--- config.mk ---
export PLATFORM = sky130hd
export DESIGN_NAME = seq_pattern_gen_flat
export DESIGN_NICKNAME = d
export VERILOG_FILES = /design/src/rtl/seq_pattern_gen_if.sv /design/src/rtl/seq_pattern_gen.sv /design/src/flat_wrapper.sv
export SDC_FILE = /design/constraint.sdc
export NUM_CORES = 1
export LEC_CHECK = 0
export BUFFER_PORTS_ARGS = -buffer_cell sky130_fd_sc_hd__clkbuf_2
export CAP_MARGIN = 5
export CORE_MARGIN = 2
export CORE_UTILIZATION = 53
export CTS_BUF_LIST = sky130_fd_sc_hd__clkbuf_16
export DETAILED_ROUTE_END_ITERATION = 10
export GPL_TIMING_DRIVEN = 0
export PLACE_DENSITY = 0.75
export SLEW_MARGIN = 20
export SYNTH_ARGS = -nofsm -noshare
export SYNTH_HDL_FRONTEND = slang
export SYNTH_SLANG_ARGS = --single-unit
--- constraint.sdc ---
create_clock -name clk -period 2.3 [get_ports clk]
set_input_delay 0.46 -clock clk [delete_from_list [all_inputs] [get_ports clk]]
set_output_delay 0.46 -clock clk [all_outputs]
set_load 0.02 [all_outputs]
--- src/rtl/seq_pattern_gen_if.sv ---
// rtl/seq_pattern_gen_if.sv - request/serial-output bundle of the pattern generator
interface seq_pattern_gen_if #(
  parameter int PAT_W = 8,
  parameter int LEN_W = 4,
  parameter int CNT_W = 4
) ();
  logic             start;
  logic [PAT_W-1:0] pattern;
  logic [LEN_W-1:0] pat_len;
  logic [CNT_W-1:0] reps;
  logic             aout;
  logic             aout_valid;
  logic             sync;
  logic             busy;
  logic             done;

  // Requester side: issues bursts, observes the serial stream
  modport master (
    output start, pattern, pat_len, reps,
    input  aout, aout_valid, sync, busy, done
  );

  // Generator side
  modport slave (
    input  start, pattern, pat_len, reps,
    output aout, aout_valid, sync, busy, done
  );
endinterface

--- src/rtl/seq_pattern_gen.sv ---
// rtl/seq_pattern_gen.sv - serial pattern burst source; SEQ_PATTERN_GEN_LFSR_FILL_EN selects LFSR gap filler
module seq_pattern_gen #(
  parameter int PAT_W   = 8,
  parameter int LEN_W   = 4,
  parameter int CNT_W   = 4,
  parameter int GAP_LEN = 2
) (
  input logic             clk,
  input logic             reset,
  seq_pattern_gen_if.slave bus
);

  // Gap counter holds the number of gap cycles still to follow the current one
  localparam int GW = (GAP_LEN > 1) ? $clog2(GAP_LEN) : 1;
  localparam logic [GW-1:0]    GAP_LAST = (GAP_LEN > 0) ? GW'(GAP_LEN - 1) : '0;
  localparam logic [LEN_W-1:0] LEN_MAX  = LEN_W'(PAT_W);

  typedef enum logic [1:0] {IDLE, SEND, GAP} state_t;

  state_t           state, state_n;
  logic [PAT_W-1:0] pat_q, pat_n;
  logic [LEN_W-1:0] len_q, len_n;
  logic [LEN_W-1:0] idx_q, idx_n;
  logic [CNT_W-1:0] rep_q, rep_n;
  logic [GW-1:0]    gap_q, gap_n;
  logic             aout_q, aout_n;
  logic             valid_q, valid_n;
  logic             sync_q, sync_n;
  logic             busy_q, busy_n;
  logic             done_q, done_n;
  logic [LEN_W-1:0] eff_len;
  logic             filler;

  // Selects bit i of a pattern without an over-wide index
  function automatic logic bit_at(input logic [PAT_W-1:0] p, input logic [LEN_W-1:0] i);
    logic [PAT_W-1:0] s;
    s = p >> i;
    return s[0];
  endfunction

  // Requested length clamped to the pattern register width
  always_comb begin
    eff_len = (bus.pat_len > LEN_MAX) ? LEN_MAX : bus.pat_len;
  end

`ifdef SEQ_PATTERN_GEN_LFSR_FILL_EN
  logic [7:0] lfsr_q, lfsr_n;

  // x^8+x^6+x^5+x^4+1, shifting toward bit 0; steps only at the end of a gap cycle
  always_comb begin
    lfsr_n = lfsr_q;
    if (state == GAP)
      lfsr_n = {lfsr_q[0] ^ lfsr_q[2] ^ lfsr_q[3] ^ lfsr_q[4], lfsr_q[7:1]};
    filler = lfsr_n[0];
  end

  // LFSR register, seeded only by reset so noise continues across bursts
  always_ff @(posedge clk) begin
    if (reset) lfsr_q <= 8'hA5;
    else       lfsr_q <= lfsr_n;
  end
`else
  // Quiet filler between repetitions
  always_comb begin
    filler = 1'b0;
  end
`endif

  // Next state and next registered outputs
  always_comb begin
    state_n = state;
    pat_n   = pat_q;
    len_n   = len_q;
    idx_n   = idx_q;
    rep_n   = rep_q;
    gap_n   = gap_q;
    aout_n  = 1'b0;
    valid_n = 1'b0;
    sync_n  = 1'b0;
    busy_n  = 1'b0;
    done_n  = 1'b0;
    case (state)
      IDLE: begin
        if (bus.start) begin
          pat_n = bus.pattern;
          len_n = eff_len;
          if (eff_len == '0 || bus.reps == '0) begin
            done_n = 1'b1;
          end else begin
            state_n = SEND;
            rep_n   = bus.reps;
            idx_n   = eff_len - 1'b1;
            gap_n   = '0;
            aout_n  = bit_at(bus.pattern, eff_len - 1'b1);
            valid_n = 1'b1;
            sync_n  = 1'b1;
            busy_n  = 1'b1;
          end
        end
      end
      SEND: begin
        valid_n = 1'b1;
        busy_n  = 1'b1;
        if (idx_q != '0) begin
          idx_n  = idx_q - 1'b1;
          aout_n = bit_at(pat_q, idx_q - 1'b1);
        end else if (rep_q > CNT_W'(1)) begin
          rep_n = rep_q - 1'b1;
          if (GAP_LEN > 0) begin
            state_n = GAP;
            gap_n   = GAP_LAST;
            aout_n  = filler;
          end else begin
            idx_n  = len_q - 1'b1;
            aout_n = bit_at(pat_q, len_q - 1'b1);
            sync_n = 1'b1;
          end
        end else begin
          state_n = IDLE;
          rep_n   = '0;
          valid_n = 1'b0;
          busy_n  = 1'b0;
          done_n  = 1'b1;
        end
      end
      GAP: begin
        valid_n = 1'b1;
        busy_n  = 1'b1;
        if (gap_q != '0) begin
          gap_n  = gap_q - 1'b1;
          aout_n = filler;
        end else begin
          state_n = SEND;
          idx_n   = len_q - 1'b1;
          aout_n  = bit_at(pat_q, len_q - 1'b1);
          sync_n  = 1'b1;
        end
      end
      default: state_n = IDLE;
    endcase
  end

  // State, counters and output registers; reset aborts any burst silently
  always_ff @(posedge clk) begin
    if (reset) begin
      state   <= IDLE;
      pat_q   <= '0;
      len_q   <= '0;
      idx_q   <= '0;
      rep_q   <= '0;
      gap_q   <= '0;
      aout_q  <= 1'b0;
      valid_q <= 1'b0;
      sync_q  <= 1'b0;
      busy_q  <= 1'b0;
      done_q  <= 1'b0;
    end else begin
      state   <= state_n;
      pat_q   <= pat_n;
      len_q   <= len_n;
      idx_q   <= idx_n;
      rep_q   <= rep_n;
      gap_q   <= gap_n;
      aout_q  <= aout_n;
      valid_q <= valid_n;
      sync_q  <= sync_n;
      busy_q  <= busy_n;
      done_q  <= done_n;
    end
  end

  assign bus.aout       = aout_q;
  assign bus.aout_valid = valid_q;
  assign bus.sync       = sync_q;
  assign bus.busy       = busy_q;
  assign bus.done       = done_q;

endmodule

--- src/flat_wrapper.sv ---
// flat-port wrapper written by rule: the top's interface ports become plain ports
module seq_pattern_gen_flat 
#(
  parameter int PAT_W   = 8,
  parameter int LEN_W   = 4,
  parameter int CNT_W   = 4,
  parameter int GAP_LEN = 2
)
  (clk, reset, bus_start, bus_pattern, bus_pat_len, bus_reps, bus_aout, bus_aout_valid, bus_sync, bus_busy, bus_done);
  seq_pattern_gen_if #(.PAT_W(PAT_W), .LEN_W(LEN_W), .CNT_W(CNT_W)) bus_i ();
  input logic clk;
  input logic reset;
  input wire logic [$bits(bus_i.start)-1:0] bus_start;
  input wire logic [$bits(bus_i.pattern)-1:0] bus_pattern;
  input wire logic [$bits(bus_i.pat_len)-1:0] bus_pat_len;
  input wire logic [$bits(bus_i.reps)-1:0] bus_reps;
  output wire logic [$bits(bus_i.aout)-1:0] bus_aout;
  output wire logic [$bits(bus_i.aout_valid)-1:0] bus_aout_valid;
  output wire logic [$bits(bus_i.sync)-1:0] bus_sync;
  output wire logic [$bits(bus_i.busy)-1:0] bus_busy;
  output wire logic [$bits(bus_i.done)-1:0] bus_done;
  assign bus_i.start = bus_start;
  assign bus_i.pattern = bus_pattern;
  assign bus_i.pat_len = bus_pat_len;
  assign bus_i.reps = bus_reps;
  assign bus_aout = bus_i.aout;
  assign bus_aout_valid = bus_i.aout_valid;
  assign bus_sync = bus_i.sync;
  assign bus_busy = bus_i.busy;
  assign bus_done = bus_i.done;
  seq_pattern_gen #(.PAT_W(PAT_W), .LEN_W(LEN_W), .CNT_W(CNT_W), .GAP_LEN(GAP_LEN)) u_core (.clk(clk), .reset(reset), .bus(bus_i));
endmodule
==> metrics.yaml <==
cap_violations: 0
critical_path_class: "in -> reg"
crit_chain: "clkbuf_2 -> nand2b_2 -> ha_1 -> nor3b_2 -> or3_1 -> or4_1 -> o221ai_1"
coreArea_um2: 3030
max_freq_mhz: 458
gp_congestion: 0.895
drive_gt1_share_pct: 17.5
via_per_inst: 6.05
dpl-instance-area_um2: 1840
cts_sinks: 27
drtIter0Drc: 127
ant_nets: 0
final_area_um2: 1920
dieArea_um2: 3620
synth_cell_type_count: 45
port_buffers: 22
hold_ws_ns: 0.427
grt_overflow: 0
cts-root-buf: "clkbuf_16"
cp.arrival_ns: 2.36
tightest_slew_ns: 0.751
period_needed_ns: 2.18
drc: 0
mostFrequentLayoutCells: "dfxtp_1 (27), a21oi_1 (25), clkbuf_2 (23), nand2_1 (23), inv_1 (15)"
clk_pin_slew_ns: 0.07
cts_buffers: 3
n_antenna_cell: 0
hold_path_class: "in -> reg"
antenna_found_initial: 0
grt_usage_pct: 25.7
die_x_um: 60.1
maxSlewHeadroom_pct: 49.5
critical_path_buf_inv_count: 1
required_ns: 2.47
die_h_um: 60.1
rows: 20
synth_top_area_cell: "dfxtp_1"
post-cts-setup-buffer-count: 0
syn-num-nets: 226
yosysSeqAreaShare_pct: 32.4
via_count: 1615
cts_tree: "built"
worstSetupEndpointType: "flop"
leakage_nw: 0.753
cts_max_level: 1
hpwl_um: 3210
final_common_cell: "dfxtp_1"
setup_viol: 0
grt_pass1_vias: 1516
final_hold_viol_count: 0
synth_ff_type: "dfxtp_1"
grt_max_degree: 15
timing.final.crit_share_pct: 94.9
p_per_area_nw_per_um2: 1250
syn_area_um2: 1670
final_nets: 253
finClkSkew_ns: 0.00437
cp-start-kind: "input pin"
synth_top_cell_area_share_pct: 32.4
rsz0062_at_grt: "no"
wire_per_inst_um: 15.7
critPathTopFamily: "simple AND/OR/NAND/NOR gates"
synth.area.top_cells: "dfxtp_1 (32%), mux4_2 (8.1%), a21oi_1 (7.5%)"
ys_ff_latch: 27
syn_to_final_growth_pct: 15.2
clock_latency_ns: 0.26
yosysWarningCount: 0
synth_edf_count: 0
grt_pass1_wl_um: 7000
cts.path.max_buffers: 2
worst_path_max_delay_cell: "or4_1"
cpPeakStageDelay_ns: 0.49
synth.avg_cell_area_um2: 8.48
synthCells: 197
cp_max_fo: 7
max-vdd-ir-drop_mv: 0.475
drv_slew: 0
status: "complete, no violations"
wirelength_um: 4200
ioPinCount: 24
start_util_pct: 55.2
dr.pass1.iters: 7
async_reset_ff_share_pct: 0
[cell usage after synthesis, types with 3 or more instances]
master / count
nor2_1: 12
or4_1: 3
o221ai_1: 3
a21oi_1: 25
nand2b_1: 3
ha_1: 10
dfxtp_1: 27
xor2_1: 3
a311oi_1: 4
nand2_1: 23
nor3_1: 6
inv_1: 14
mux4_2: 6
nand4b_1: 3
clkbuf_1: 7
a22oi_1: 3
o21ai_0: 10
[cell families after synthesis]
| group | share of synthesized area, % |
|---|---|
| adders and majority gates | 7.49 |
| AOI/OAI and AO/OA | 21.6 |
| xor gates and xnor gates | 2.62 |
| DFF | 32.4 |
| and+or+nand+nor | 19.7 |
| muxes | 9.96 |
| buffers and inverters | 6.29 |
[metal layers]
| layer | routed length, um | track usage (%) | up-vias | share of wire [%] |
|---|---|---|---|---|
| met5 | 0 | 0 | - | 0 |
| met4 | 51 | 8.57 | 0 | 1.2 |
| met3 | 268 | 4.33 | 6 | 6.4 |
| met2 | 2090 | 43.8 | 81 | 50 |
| met1 | 1780 | 32.8 | 756 | 43 |
| li1 | - | - | 772 | - |
[final cells by class]
cell class	instances	area, um2
Clock buffer	3	75.1
Multi-Input combinational cell	145	1030
Fill cell	272	1100
Sequential cell	27	541
Inverter	15	56.3
Timing Repair Buffer	22	110
Tap cell	44	55.1
Clock inverter	1	3.75
Buffer	10	50.0
[worst min-delay path: cells and delay by family]
family | cells | cell delay, ns
buffers and inverters | 1 | 0.09
AND/OR/NAND/NOR | 1 | 0.05
AO/OA/AOI/OAI | 1 | 0.05
[sequential cells by signal (all words and copies together) (netlist names)]
signal and flops:
u_core.rep_q 4, u_core.bus.done 1, u_core.gap_q 1, u_core.len_q 4
u_core.pat_q 8, u_core.bus.aout 1, u_core.bus.aout_valid 1, u_core.bus.sync 1
u_core.idx_q 4, u_core.state 2
[power breakdown]
part	switching (mW)	internal [mW]
sequential	0.124	0.593
clock	0.161	0.233
combinational	0.752	0.541
[worst paths after layout]
check,from,to,slack [ns],depth (start not counted)
worst max-delay path,bus_pat_len[3],u_core.bus.aout$_SDFF_PP0_,0.12,7
worst min-delay path,bus_pattern[1],u_core.pat_q[1]$_SDFFE_PP0P_,0.43,3
worst max register to register,u_core.state[1]$_SDFFE_PP0P_,u_core.idx_q[0]$_SDFFE_PP0P_,0.17,6
worst min register to register,u_core.pat_q[4]$_SDFFE_PP0P_,u_core.pat_q[4]$_SDFFE_PP0P_,0.48,2
[timing repair]
action / in CTS / in global routing
setup endpoints to repair: 0 / 5
hold buffers: 0 / 0
resized for setup: 0 / 4
[metrics by stage]
stage | utilization (%) | setup slack [ns] | total power [mW] | instances | TNS, ns
after floorplan | - | 0.188 | 1.66 | 197 | 0
after global placement | 60.6 | -0.137 | 1.91 | 263 | -0.491
after detailed placement | 60.6 | -0.185 | 1.96 | 263 | -1.01
after CTS | 63.2 | 0.0696 | 2.36 | 267 | 0
after global routing | 63.6 | 0.0343 | 2.60 | 267 | 0
final | 63.6 | 0.117 | 2.40 | 267 | 0
No activity file was read; power rests on OpenSTA's default activity.
